--- src/rtl/seq_shifter_pkg.sv ---
// Shared definitions for the multi-cycle shift/rotate unit: operation codes and FSM states.
package shifter_pkg;

    localparam logic [1:0] MODE_SLL = 2'b00;
    localparam logic [1:0] MODE_SRL = 2'b01;
    localparam logic [1:0] MODE_SRA = 2'b10;
    localparam logic [1:0] MODE_ROL = 2'b11;

    typedef enum logic [1:0] {
        IDLE  = 2'd0,
        SHIFT = 2'd1,
        DONE  = 2'd2
    } state_t;

endpackage

--- src/rtl/seq_shifter_stage.sv ---
// One combinational shift step of k bits (k <= STEP), plus the last bit that leaves the word.
module shift_stage
    import shifter_pkg::*;
#(
    parameter int WIDTH = 32,
    parameter int STEP  = 1
) (
    input  logic [WIDTH-1:0]           word,
    input  logic [$clog2(STEP+1)-1:0]  k,
    input  logic [1:0]                 mode,
    input  logic                       sign,
    output logic [WIDTH-1:0]           shifted,
    output logic                       out_bit
);

    localparam int KW = $clog2(STEP + 1);
    localparam int IW = $clog2(WIDTH) + 1;

    logic [IW-1:0]    inv_k;
    logic [WIDTH-1:0] rot_l;
    logic [WIDTH-1:0] lo_bits;
    logic [WIDTH-1:0] fill_mask;

    always_comb begin
        // NOTE: every output gets a default before the case so no path leaves it unassigned (no latch).
        shifted   = word;
        out_bit   = 1'b0;
        inv_k     = IW'(WIDTH) - IW'(k);
        rot_l     = (word << k) | (word >> inv_k);
        lo_bits   = word >> (k - KW'(1));
        fill_mask = ~({WIDTH{1'b1}} >> k);

        // Bit 0 of the rotated word is word[WIDTH-k], the last bit pushed out on the left.
        case (mode)
            MODE_SLL: begin
                shifted = word << k;
                out_bit = rot_l[0];
            end
            MODE_SRL: begin
                shifted = word >> k;
                out_bit = lo_bits[0];
            end
            MODE_SRA: begin
                shifted = (word >> k) | (sign ? fill_mask : '0);
                out_bit = lo_bits[0];
            end
            default: begin
                shifted = rot_l;
                out_bit = rot_l[0];
            end
        endcase
    end

endmodule

--- src/rtl/seq_shifter.sv ---
// Multi-cycle shift/rotate unit: up to STEP bits per clock, valid/ready on operand and result.
module seq_shifter
    import shifter_pkg::*;
#(
    parameter int WIDTH   = 32,
    parameter int SHAMT_W = $clog2(WIDTH),
    parameter int STEP    = 1
) (
    input  logic               clk,
    input  logic               reset,
    input  logic               start_valid,
    output logic               start_ready,
    input  logic [WIDTH-1:0]   value,
    input  logic [SHAMT_W-1:0] shamt,
    input  logic [1:0]         mode,
    output logic [WIDTH-1:0]   result,
    output logic               carry_out,
    output logic               result_valid,
    input  logic               result_ready,
    output logic               busy
);

    localparam int KW = $clog2(STEP + 1);

    state_t             state;
    logic [WIDTH-1:0]   work;
    logic               carry;
    logic [SHAMT_W-1:0] rem;
    logic [1:0]         mode_q;
    logic               sign_q;

    logic [KW-1:0]      k;
    logic [SHAMT_W-1:0] rem_next;
    logic [WIDTH-1:0]   shifted;
    logic               step_out;

    always_comb begin
        if (int'(rem) >= STEP) k = KW'(STEP);
        else                   k = KW'(rem);
        rem_next = rem - SHAMT_W'(k);
    end

    shift_stage #(
        .WIDTH (WIDTH),
        .STEP  (STEP)
    ) u_stage (
        .word    (work),
        .k       (k),
        .mode    (mode_q),
        .sign    (sign_q),
        .shifted (shifted),
        .out_bit (step_out)
    );

    always_ff @(posedge clk) begin
        // NOTE: state is updated with <= only, so every register sees pre-edge values of the others.
        if (reset) begin
            state  <= IDLE;
            work   <= '0;
            carry  <= 1'b0;
            rem    <= '0;
            mode_q <= MODE_SLL;
            sign_q <= 1'b0;
        end else begin
            case (state)
                IDLE: begin
                    if (start_valid) begin
                        work   <= value;
                        mode_q <= mode;
                        rem    <= shamt;
                        sign_q <= value[WIDTH-1];
                        carry  <= 1'b0;
                        state  <= (shamt == '0) ? DONE : SHIFT;
                    end
                end
                SHIFT: begin
                    work  <= shifted;
                    carry <= step_out;
                    rem   <= rem_next;
                    if (rem_next == '0) state <= DONE;
                end
                DONE: begin
                    // A start request here is deliberately dropped; it must be re-presented in IDLE.
                    if (result_ready) state <= IDLE;
                end
                default: state <= IDLE;
            endcase
        end
    end

    assign start_ready  = (state == IDLE);
    assign busy         = (state != IDLE);
    assign result_valid = (state == DONE);
    assign result       = work;
    assign carry_out    = carry;

endmodule
--- config.mk ---
export PLATFORM = sky130hd
export DESIGN_NAME = seq_shifter
export DESIGN_NICKNAME = d
export VERILOG_FILES = /design/src/rtl/seq_shifter_pkg.sv /design/src/rtl/seq_shifter_stage.sv /design/src/rtl/seq_shifter.sv
export SDC_FILE = /design/constraint.sdc
export NUM_CORES = 1
export LEC_CHECK = 0
export ABC_AREA = 1
export BUFFER_PORTS_ARGS = -buffer_cell sky130_fd_sc_hd__buf_4
export CORE_UTILIZATION = 40
export CTS_BUF_LIST = sky130_fd_sc_hd__clkbuf_4 sky130_fd_sc_hd__clkbuf_8 sky130_fd_sc_hd__clkbuf_16
export CTS_CLUSTER_SIZE = 8
export DETAILED_ROUTE_END_ITERATION = 8
export PLACE_DENSITY = 0.61
export SLEW_MARGIN = 5
export SYNTH_ARGS = -nofsm -noshare
export SYNTH_HDL_FRONTEND = slang
export SYNTH_HIERARCHICAL = 1
export SYNTH_SLANG_ARGS = --single-unit
export TNS_END_PERCENT = 30
--- constraint.sdc ---
create_clock -name clk -period 1.85 [get_ports clk]
set_input_delay 0.0925 -clock clk [delete_from_list [all_inputs] [get_ports clk]]
set_output_delay 0.0925 -clock clk [all_outputs]
set_load 0.01 [all_outputs]
# After elaboration in Yosys (flattened, before gate mapping)
# Index checks and enable logic that the tools add are counted.
# classes
add_sub_neg	3
order_cmp	1
eq_ne	7
shift	5
mux	15
n_bitwise	3
n_reduce_logical	10
# op_table
operator	n
$pmux W32 S3	1
$mux W32	2
$or A32 B32 Y32	2
$pmux W32 S2	1
$not A32 Y32	1
$shl A32 B1 Y32	1
$shr A32 B1 Y1	1
$shr A32 B1 Y32	1
$shr A32 B1 Y32 const A	1
$shr A32 B6 Y32	1
$logic_not A5 Y1	2
$pmux W5 S2	1
$mux W2	4
$pmux W2 S3	1
$sub A6 B1 Y6 const A	1
$ge A5 B1 Y1 const B	1
$mux W5	1
$sub A5 B1 Y5	1
$eq A2 B1 Y1 const B	2
$eq A2 B2 Y1 const B	2
$logic_not A2 Y1	2
$ne A2 B2 Y1 const B	2
$reduce_and A2 Y1	2
$reduce_bool A2 Y1	2
other kinds (6)	8
# totals
register_bits	43
input_bits	43
output_inout_bits	36
word_cells	50

# Logic depth before layout (Yosys ltp)
# Gate-level depths: netlist (run 1).
# depth
depth_word	8
depth_mapped	14
ltp_nobuf	14

# Modules after synthesis
# The synthesis (run 1) kept the hierarchy.
# modules_own_cells
module	n_inst	cells_each	area_per_inst_um2	seq_area_each_um2
seq_shifter	1	278	1970.6	860.8
shift_stage	1	258	1142.3	0.0

# Worst setup path before layout (run 1)
# OpenSTA, ideal clock, no wires.
# synth_path
kind	register -> register
startpoint	register rem[2]
endpoint	register state[0]
setup_time_ps	109
t_arrival_ps	1363
t_required_ps	1741
setup_slack_ps	378
stages_incl_launch_ff	14
n_path_buf	0
period_less_slack_ps	1472
path_cell_list	dfxtp_1 nor2_1 nand3_1 nand2_1 inv_1 ha_1 nand2_1 nand2_1 nor2_1 nand2_1 nand2_1 nand3_1 nand2_1 inv_1
# synth_between
elab_chain_len	6
# synth_rtl
element	line	source
start, declared	seq_shifter.sv:28	logic [SHAMT_W-1:0] rem;
start signal, assigned	seq_shifter.sv:70	rem <= shamt;
start signal, assigned	seq_shifter.sv:79	rem <= rem_next;
$ge A5 B1 Y1	seq_shifter.sv:38	if (int'(rem) >= STEP) k = KW'(STEP);
$mux W1	seq_shifter.sv:38	
net k	seq_shifter.sv:32	logic [KW-1:0] k;
$sub A5 B1 Y5	seq_shifter.sv:40	rem_next = rem - SHAMT_W'(k);
$logic_not A5 Y1	seq_shifter.sv:80	if (rem_next == '0) state <= DONE;
$ne A2 B2 Y1 (no source line)	-	
$reduce_and A3 Y1 (no source line)	-	
end signal, assigned	seq_shifter.sv:73	state <= (shamt == '0) ? DONE : SHIFT;
end, declared	seq_shifter.sv:25	state_t state;
# The timed path passes the listed nets, and every way through them passes these cells.
# A chain may end at the register's enable or synchronous reset.

# Worst setup path after layout (run 1)
# layout_path
startpoint	register mode_q[0]
endpoint	register work[26], in the netlist result[26]
# layout_between
elab_chain_len	3
elab_cells_between_ends	5
# layout_rtl
element	line	source
start, declared	seq_shifter.sv:29	logic [1:0] mode_q;
start signal, assigned	seq_shifter.sv:69	mode_q <= mode;
$eq A2 B2 Y1 (tied with other cells)	seq_shifter_stage.sv:34	case (mode)
$pmux W32 S3 *	seq_shifter_stage.sv:34	
net shifted[26]	seq_shifter.sv:34	logic [WIDTH-1:0] shifted;
$pmux W32 S2 *	seq_shifter.sv:65	case (state)
end signal, assigned	seq_shifter.sv:68	work <= value;
end signal, assigned	seq_shifter.sv:77	work <= shifted;
end, declared	seq_shifter.sv:26	logic [WIDTH-1:0] work;
# Mark *: on every way through the listed nets, which the timed path passes. The rest lies on a longest branch.

==> flow_summary_export.csv, run 1 <==
group,metric,value,unit
timing,hold_ws,0.0177,ns
worst_setup_path,slowest_stage,"nor2_1",
drt,dr.pass1.iters,5,
yosys,ys_types,22,
floorplan,dieWidth,90.2,um
floorplan,fp.dieH,90.2,um
final_layout,instances_no_fill,703,
yosys,yosysTopAreaCell,"dfxtp_1",
placed_design,dp.cells,693,
yosys,synth_top_area_frac,0.277,
placed_design,io_buffers,78,
worst_setup_path,reg2reg_depth,8,
drt,drc,0,
floorplan,dieArea,0.00814,mm2
timing,finalCriticalPeriod,1.74,ns
timing,skew,0.00572,ns
worst_setup_path,path_cells,"inv_1, ha_1, nor2_1, nor2_4, nand2_1, o21ai_0, nand2_1, a31oi_1",
timing,tns,0,ns
status,status,"completed",
global_route,grt_pass1_wl,14.5,mm
power_and_ir_drop,peakVddDrop,0.000861,V
final_layout,drive_gt1_frac,0.189,
yosys,avgSynthCellArea,5.81,um2
clock_tree,clockBufferDepth,2,
timing,setup_viol,0,
final_layout,layout.nets,652,
final_layout,area_growth,24.4,%
worst_setup_path,path_buf_inv,1,
clock_tree,clock-sinks,43,
worst_setup_path,crit_arrival,1.94,ns
yosys,yosys_warnings,6,
timing,worst_pin_slew,0.507,ns
timing,fin_crit_sh,0.943,
worst_setup_path,cp-start-kind,"flip-flop",
floorplan,initial_utilization,0.422,
job,max-cap-violations,0,
timing,rsz0062_at_grt,"true",
worst_setup_path,critical_path_depth,8,
clock_tree,clkSlewWorstSetupHoldPaths,0.09,ns
timing,slew_viol_final,0,
worst_setup_path,path_class,"reg2reg",
yosys,syn_area,0.00311,mm2
yosys,syn-num-nets,585,
floorplan,pin_count,79,
clock_tree,cts_root_buf,"clkbuf_8",
final_layout,utilization,0.525,
power_and_ir_drop,p_per_area,1420,mW/mm2
worst_setup_path,cpMostUsedCell,"nand2_1",
drt,via_per_inst,5.00,
floorplan,row_count,31,
yosys,syn_inst,536,
drt,wirelength,8.62,mm
worst_setup_path,cp-end-kind,"flip-flop",
global_route,grt-ovfl-total,0,
floorplan,core-area,0.00737,mm2
global_route,grt_start_max_net_pins,76,
yosys,synth_seq_area_share,0.277,
worst_setup_path,slowest_delay,0.41,ns
timing,fmax,573,MHz
final_layout,antenna_cells,0,
drt,drtIter0Drc,181,
placed_design,dpl.hpwl,6.16,mm
power_and_ir_drop,power,5.50,mW
yosys,synth_seq_cells,43,
worst_setup_path,crit_required,2.04,ns
timing,relSlewSlack,0.661,
clock_tree,clock_latency,0.30,ns
timing,hold_viol_final,0,
clock_tree,cts_made_buffers,5,
global_route,grt_use_total,0.213,
hold_path,hold_class,"in2reg",
placed_design,place.gp.congestion,0.806,
drt,postRouteAntennaNets,0,
clock_tree,post_cts_buffers,0,
global_route,grt_pass1_vias,3197,
drt,wl_per_cell,12.3,um
clock_tree,htreeDepth,2,
global_route,antenna_found_initial,0,
worst_setup_path,cp_max_fo,14,
hold_path,whs_path_depth,3,
yosys,ys_top_cells_by_area,"dfxtp_1 28%, nand2_1 27%, o21ai_0 14%",
clock_tree,cts_tree,"built",
power_and_ir_drop,static-leakage-power,1.89,nW
worst_setup_path,path_delay_family,"simple AND/OR/NAND/NOR gates",
drt,dr_total_vias,3518,
-- cells by family (layout without fill, tap and decap cells) --
logic type	after synthesis	count (layout)	synth area share
DFF	43	43	0.277
adders and majority gates	6	6	0.0241
buffers and inverters	86	153	0.129
and+or+nand+nor	255	256	0.318
AOI/OAI and AO/OA	146	146	0.252
-- final cells by class --
class	instances	area [um2]
Sequential cell	43	861
Inverter	54	205
Fill cell	815	3500
Tap cell	99	124
Clock buffer	8	104
Timing Repair Buffer	91	711
Multi-Input combinational cell	408	1870
-- layer usage --
metal | global-route usage | vias up | wire length, um
met4 | 0.0605 | 0 | 86
met1 | 0.280 | 1576 | 4240
met3 | 0.0338 | 7 | 346
li1 | - | 1859 | -
met2 | 0.358 | 76 | 3940
met5 | 0 | - | 0
-- Yosys cell counts (all sizes together) --
cell type  instances
nor2              24
a21oi             13
nand3              9
o22ai              1
buf               25
dfxtp             43
inv               54
o21ai            100
a31oi             32
ha                 6
nand2            222
clkbuf             7
-- path summary, 6_finish.rpt --
| kind | start | endpoint | slack (ns) |
|---|---|---|---|
| worst max register to register | mode_q[0] | result[26] | 0.11 |
| worst min register to register | carry_out | carry_out | 0.46 |
| worst min-delay path | mode[1] | mode_q[1] | 0.02 |
| worst max-delay path | mode_q[0] | result[26] | 0.11 |
-- flip-flops by register name (all words and copies together) (netlist names) --
| register | flops |
|---|---|
| result | 32 |
| state | 2 |
| mode_q | 2 |
| sign_q | 1 |
| carry_out | 1 |
| rem | 5 |
-- stage by stage --
step	setup WS, ns	cell area [um2]
2_1_floorplan	0.378	3110
3_3_place_gp	0.183	3740
3_5_place_dp	0.132	3740
4_1_cts	0.107	3860
5_1_grt	-0.0321	3870
6_report	0.106	3870
-- report_power, final --
part	internal [mW]	total (mW)	switching, mW
clock	0.356	0.702	0.345
sequential	1.22	1.51	0.294
combinational	1.26	3.29	2.03
-- worst min-delay path, delay by kind of cell --
kind	cells	cell delay [ns]
AND/OR/NAND/NOR	2	0.11
buffers and inverters	1	0.08
-- cells in the final DEF, fill, tap and decap left out --
master         count
a21oi_1           10
a21oi_2            3
a31oi_1           32
buf_12             2
buf_4             88
clkbuf_4           1
clkbuf_8           7
dfxtp_1           43
dlygate4sd3_1      1
ha_1               6
inv_1             49
inv_2              4
inv_4              1
nand2_1          221
nand2_2            1
nand3_1            8
nand3_2            1
nor2_1            19
nor2_2             3
nor2_4             3
o21ai_0           87
o21ai_1           13
o22ai_1            1
-- repair_timing --
action                                 4_1_cts  5_1_grt
hold buffers                                 1        0
gates resized for setup                      0        2
setup endpoints to repair                    0       23
endpoints found under the hold margin        1        0
Note: power is estimated with default switching activity, not from simulation.
==> run 2, diff against run 1 <==
--- a/config.mk
+++ b/config.mk
@@ -5,16 +5,14 @@
 export SDC_FILE = /design/constraint.sdc
 export NUM_CORES = 1
 export LEC_CHECK = 0
-export ABC_AREA = 1
 export BUFFER_PORTS_ARGS = -buffer_cell sky130_fd_sc_hd__buf_4
 export CORE_UTILIZATION = 40
 export CTS_BUF_LIST = sky130_fd_sc_hd__clkbuf_4 sky130_fd_sc_hd__clkbuf_8 sky130_fd_sc_hd__clkbuf_16
 export CTS_CLUSTER_SIZE = 8
 export DETAILED_ROUTE_END_ITERATION = 8
 export PLACE_DENSITY = 0.61
-export SLEW_MARGIN = 5
+export SLEW_MARGIN = 10
 export SYNTH_ARGS = -nofsm -noshare
 export SYNTH_HDL_FRONTEND = slang
-export SYNTH_HIERARCHICAL = 1
 export SYNTH_SLANG_ARGS = --single-unit
 export TNS_END_PERCENT = 30
==> flow_summary_export.csv, run 2 <==
group,metric,value,unit
global_route,grt-ovfl-total,0,
yosys,synth_seq_area_share,0.261,
worst_setup_path,path_delay_family,"simple AND/OR/NAND/NOR gates",
worst_setup_path,cp-start-kind,"flip-flop",
clock_tree,clock_latency,0.31,ns
worst_setup_path,path_cells,"or4_4, nor2_8, buf_12, mux2_2, a311oi_2",
timing,fin_crit_sh,1.05,
timing,worst_pin_slew,0.597,ns
drt,dr.pass1.iters,4,
yosys,avgSynthCellArea,8.11,um2
hold_path,whs_path_depth,3,
clock_tree,cts_tree,"built",
job,max-cap-violations,0,
drt,dr_total_vias,3662,
final_layout,area_growth,38.0,%
drt,drc,0,
placed_design,dpl.hpwl,7.29,mm
timing,finalCriticalPeriod,1.94,ns
worst_setup_path,reg2reg_depth,5,
timing,setup_viol,19,
final_layout,mostFrequentLayoutCells,"105 x buf_4, 48 x nor2_1, 40 x a21oi_1",
clock_tree,cts_made_buffers,5,
global_route,antenna_found_initial,0,
clock_tree,cts_root_buf,"clkbuf_8",
drt,via_per_inst,6.20,
worst_setup_path,cp_max_fo,11,
floorplan,fp.dieH,92.7,um
clock_tree,clockBufferDepth,2,
yosys,synth_seq_cells,43,
yosys,yosysMostFrequentCell,"nor2_1",
power_and_ir_drop,power,5.21,mW
drt,postRouteAntennaNets,0,
drt,drtIter0Drc,190,
yosys,yosysTopAreaCell,"dfxtp_1",
worst_setup_path,cp-end-kind,"flip-flop",
timing,tns,-0.708,ns
timing,worst_slack,-0.0877,ns
worst_setup_path,slowest_stage,"or4_4",
yosys,synth-edff-count,0,
yosys,syn-num-nets,455,
placed_design,io_buffers,78,
global_route,grt_pass1_vias,3376,
clock_tree,cts_hold_buf,0,
yosys,synth_top_area_frac,0.261,
yosys,synth_common_cells,"48 x nor2_1, 43 x dfxtp_1, 42 x a21oi_1, 32 x clkbuf_1, 23 x a311oi_1",
timing,skew,0.00842,ns
final_layout,layout_commonest_cell,"buf_4",
yosys,ys_top_cells_by_area,"dfxtp_1 26%, a21oi_1 6.4%, a311oi_1 6.1%",
floorplan,row_count,32,
timing,rsz0062_at_grt,"true",
floorplan,initial_utilization,0.419,
timing,slew_viol_final,0,
yosys,async_flop_share,0,
placed_design,place.gp.congestion,0.844,
final_layout,final_area,0.00454,mm2
worst_setup_path,path_buf_inv,1,
placed_design,dpl_cell_area,0.00420,mm2
timing,hold_viol_final,0,
yosys,syn_inst,406,
worst_setup_path,slowest_delay,0.59,ns
clock_tree,htreeDepth,2,
placed_design,place_ws,-0.0623,ns
floorplan,dieArea,0.00860,mm2
final_layout,layout.nets,537,
hold_path,hold_class,"in2reg",
global_route,grt_use_total,0.248,
worst_setup_path,path_class,"reg2reg",
power_and_ir_drop,peakVddDrop,0.000509,V
worst_setup_path,crit_arrival,2.15,ns
floorplan,core-area,0.00785,mm2
yosys,ys_types,56,
yosys,syn_area,0.00329,mm2
final_layout,antenna_cells,0,
yosys,synth_ff_type,"dfxtp_1",
global_route,grt_pass1_wl,17.3,mm
drt,wirelength,10.9,mm
clock_tree,clock-sinks,43,
worst_setup_path,critical_path_depth,5,
power_and_ir_drop,static-leakage-power,1.87,nW
timing,relSlewSlack,0.602,
floorplan,dieWidth,92.7,um
global_route,grt_start_max_net_pins,46,
status,failed_checks,"negative setup slack",
timing,fmax,516,MHz
final_layout,drive_gt1_frac,0.397,
yosys,yosys_warnings,0,
status,status,"finished with violations",
floorplan,pin_count,79,
power_and_ir_drop,p_per_area,1150,mW/mm2
clock_tree,clkSlewWorstSetupHoldPaths,0.09,ns
worst_setup_path,crit_required,2.06,ns
drt,wl_per_cell,18.4,um
[run 2: cell count changes after synthesis, moves of 17 or more]
| cell | change |
|---|---|
| mux2_2 | +17 |
| a21o_1 | +22 |
| a311oi_1 | +23 |
| a31oi_1 | -28 |
| nor2_1 | +28 |
| nand2_1 | -208 |
| inv_1 | -38 |
| clkbuf_1 | +27 |
| a21oi_1 | +32 |
| o21ai_0 | -82 |
[run 2: per-stage QoR]
step           instances  hold WS [ns]   util
3_5_place_dp         578         0.329  0.536
5_1_grt              591        0.0260  0.579
2_1_floorplan        406         0.231      -
4_1_cts              586        0.0149  0.552
6_report             591        0.0132  0.579
3_3_place_gp         578         0.317  0.536
[run 2: worst paths after layout]
kind / slack, ns / to / start
worst min register to register: 0.51 / carry_out / carry_out
worst max-delay path: -0.09 / flip-flop / rem[2]
worst min-delay path: 0.01 / mode_q[1] / mode[1]
worst max register to register: -0.09 / flip-flop / rem[2]
[run 2: final cells by class]
type / count / area (um2)
clock buffer: 6 / 82.6
clock inverter: 2 / 35.0
fill: 775 / 3300
inverter: 11 / 41.3
multi-input combinational: 309 / 2380
sequential: 43 / 871
tap: 102 / 128
timing repair buffer: 118 / 1000
[run 2: kinds of logic after synthesis]
kind of cell               share of synthesized area
AOI/OAI and AO/OA                              0.390
xor gates and xnor gates                     0.00532
adders and majority gates                     0.0228
buffers and inverters                         0.0760
DFF                                            0.261
muxes                                         0.0707
and+or+nand+nor                                0.174
[run 2: metal layers]
layer | vias up | GRT usage | wire length (um) | share of wire
li1 | 1757 | - | - | -
met4 | 0 | 0.0628 | 114 | 0.010
met1 | 1779 | 0.348 | 4950 | 0.45
met2 | 114 | 0.396 | 5340 | 0.49
met5 | - | 0 | 0 | 0
met3 | 12 | 0.0345 | 483 | 0.044
[run 2: tightest hold or removal path, delay by kind of cell]
kind	cells	cell delay (ns)
AND/OR/NAND/NOR	1	0.07
buffers and inverters	1	0.07
AO/OA/AOI/OAI	1	0.05
[run 2: what timing repair did]
item | CTS | global route
buffers inserted | 0 | 5
setup endpoints to repair | 25 | 37
gates resized for setup | 2 | 40
pin swaps | 7 | 24
[run 2: power breakdown]
part | switching [mW] | total, mW | internal (mW)
Sequential | 0.301 | 1.43 | 1.13
Combinational | 1.55 | 2.97 | 1.43
Clock | 0.365 | 0.803 | 0.438
==> run 3, diff against run 2 <==
--- a/config.mk
+++ b/config.mk
@@ -5,12 +5,12 @@
 export SDC_FILE = /design/constraint.sdc
 export NUM_CORES = 1
 export LEC_CHECK = 0
-export BUFFER_PORTS_ARGS = -buffer_cell sky130_fd_sc_hd__buf_4
 export CORE_UTILIZATION = 40
 export CTS_BUF_LIST = sky130_fd_sc_hd__clkbuf_4 sky130_fd_sc_hd__clkbuf_8 sky130_fd_sc_hd__clkbuf_16
 export CTS_CLUSTER_SIZE = 8
 export DETAILED_ROUTE_END_ITERATION = 8
-export PLACE_DENSITY = 0.61
+export DONT_BUFFER_PORTS = 1
+export PLACE_DENSITY = 0.52
 export SLEW_MARGIN = 10
 export SYNTH_ARGS = -nofsm -noshare
 export SYNTH_HDL_FRONTEND = slang
==> flow_summary_export.csv, run 3 (same netlist as run 2, synthesis figures left out) <==
group,metric,value,unit
status,status,"finished with violations",
status,failed_checks,"negative setup slack",
worst_setup_path,path_delay_family,"simple AND/OR/NAND/NOR gates",
power_and_ir_drop,static-leakage-power,1.61,nW
drt,dr_total_vias,3404,
timing,setup_viol,15,
worst_setup_path,cp_max_fo,3,
global_route,grt-ovfl-total,0,
timing,skew,0.00434,ns
drt,wirelength,10.5,mm
timing,tns,-0.431,ns
drt,postRouteAntennaNets,0,
timing,hold_ws,0.0183,ns
final_layout,layout_commonest_cell,"nor2_1",
worst_setup_path,slowest_stage,"or4_4",
timing,finalCriticalPeriod,1.94,ns
placed_design,io_buffers,0,
timing,worst_slack,-0.0904,ns
floorplan,initial_utilization,0.419,
worst_setup_path,path_buf_inv,2,
global_route,grt_use_total,0.249,
drt,wl_per_cell,19.6,um
clock_tree,clock_latency,0.31,ns
floorplan,dieWidth,92.7,um
floorplan,row_count,32,
drt,drc,0,
drt,drtIter0Drc,181,
power_and_ir_drop,peakVddDrop,0.000393,V
power_and_ir_drop,power,4.86,mW
job,max-cap-violations,0,
timing,relSlewSlack,0.647,
clock_tree,cts_made_buffers,5,
worst_setup_path,path_class,"reg2reg",
timing,hold_viol_final,0,
clock_tree,htreeDepth,2,
final_layout,drive_gt1_frac,0.286,
clock_tree,clockBufferDepth,2,
timing,slew_viol_final,0,
clock_tree,clkSlewWorstSetupHoldPaths,0.09,ns
timing,fmax,515,MHz
drt,via_per_inst,6.36,
placed_design,place.gp.congestion,0.808,
floorplan,pin_count,79,
floorplan,fp.dieH,92.7,um
drt,dr.pass1.iters,5,
global_route,grt_start_max_net_pins,45,
power_and_ir_drop,p_per_area,1170,mW/mm2
worst_setup_path,slowest_delay,0.61,ns
final_layout,layout.nets,481,
worst_setup_path,crit_arrival,2.16,ns
global_route,grt_pass1_vias,3280,
final_layout,antenna_cells,0,
hold_path,hold_class,"in2reg",
placed_design,place_ws,-0.110,ns
final_layout,mostFrequentLayoutCells,"48 x nor2_1, 41 x buf_4, 40 x a21oi_1",
clock_tree,cts_tree,"built",
global_route,grt_pass1_wl,17.0,mm
worst_setup_path,path_cells,"or4_4, buf_12, o31ai_4, buf_4, a221oi_2, o41ai_2",
clock_tree,cts_root_buf,"clkbuf_8",
floorplan,core-area,0.00785,mm2
final_layout,nFillCells,793,
timing,rsz0062_at_grt,"true",
timing,fin_crit_sh,1.05,
timing,worst_pin_slew,0.530,ns
placed_design,dpl.hpwl,7.02,mm
worst_setup_path,cp-start-kind,"flip-flop",
worst_setup_path,cp-end-kind,"flip-flop",
global_route,antenna_found_initial,0,
worst_setup_path,crit_required,2.07,ns
floorplan,dieArea,0.00860,mm2
final_layout,area_growth,26.4,%
clock_tree,clock-sinks,43,
run 3: changes by cell type in the layout (fill, tap and decap cells not counted), moves of 3 or more:
| cell | previous run | this run |
|---|---|---|
| buf_4 | 105 | 41 |
| a311oi_2 | 9 | 14 |
| mux2_2 | 14 | 3 |
| mux2_4 | 4 | 14 |
| dlygate4sd3_1 | 0 | 11 |
| o311ai_0 | 1 | 4 |
| a311oi_1 | 14 | 9 |
| o311ai_1 | 20 | 17 |
run 3: metal layers:
metal,track usage,vias to the layer above,routed length (um)
li1,-,1636,-
met1,0.341,1666,4900
met2,0.408,96,5010
met3,0.0435,6,499
met4,0.0526,0,94
met5,0,-,0
run 3: repair_timing:
item,CTS,global route
endpoints found under the hold margin,43,0
pin swaps,11,10
hold buffers,12,0
setup buffers,4,2
resized for setup,12,36
setup endpoints to repair,30,35
run 3: area by class of cell:
| class | instances | area, um2 | area share |
|---|---|---|---|
| Clock buffer | 8 | 104 | 0.0250 |
| Inverter | 11 | 41.3 | 0.00992 |
| Sequential cell | 43 | 868 | 0.209 |
| Tap cell | 102 | 128 | 0.0307 |
| Multi-Input combinational cell | 309 | 2430 | 0.585 |
| Timing Repair Buffer | 62 | 587 | 0.141 |
run 3: worst paths after layout:
path | from | end | slack, ns | depth (start not counted)
setup / recovery | rem[3] | result[3] | -0.09 | 6
hold / removal | value[10] | flip-flop | 0.02 | 2
setup reg to reg | rem[3] | result[3] | -0.09 | 6
hold reg to reg | sign_q | sign_q | 0.52 | 2
run 3: power breakdown:
| group | switching [mW] | total (mW) | internal (mW) |
|---|---|---|---|
| clock network | 0.360 | 0.717 | 0.357 |
| logic | 1.39 | 2.62 | 1.23 |
| registers | 0.388 | 1.52 | 1.13 |
run 3: through the flow:
step | cells | instance area, um2 | util
2_1_floorplan | 406 | 3330 | -
5_1_grt | 535 | 4160 | 0.530
3_5_place_dp | 509 | 3650 | 0.465
4_1_cts | 533 | 3980 | 0.507
6_report | 535 | 4160 | 0.530
3_3_place_gp | 509 | 3650 | 0.465
run 3: worst register-to-register path: stages, from the launching register on:
cell	delay [ns]
dfxtp_2	0.33
or4_4	0.61
buf_12	0.17
o31ai_4	0.24
buf_4	0.17
a221oi_2	0.04
o41ai_2	0.31
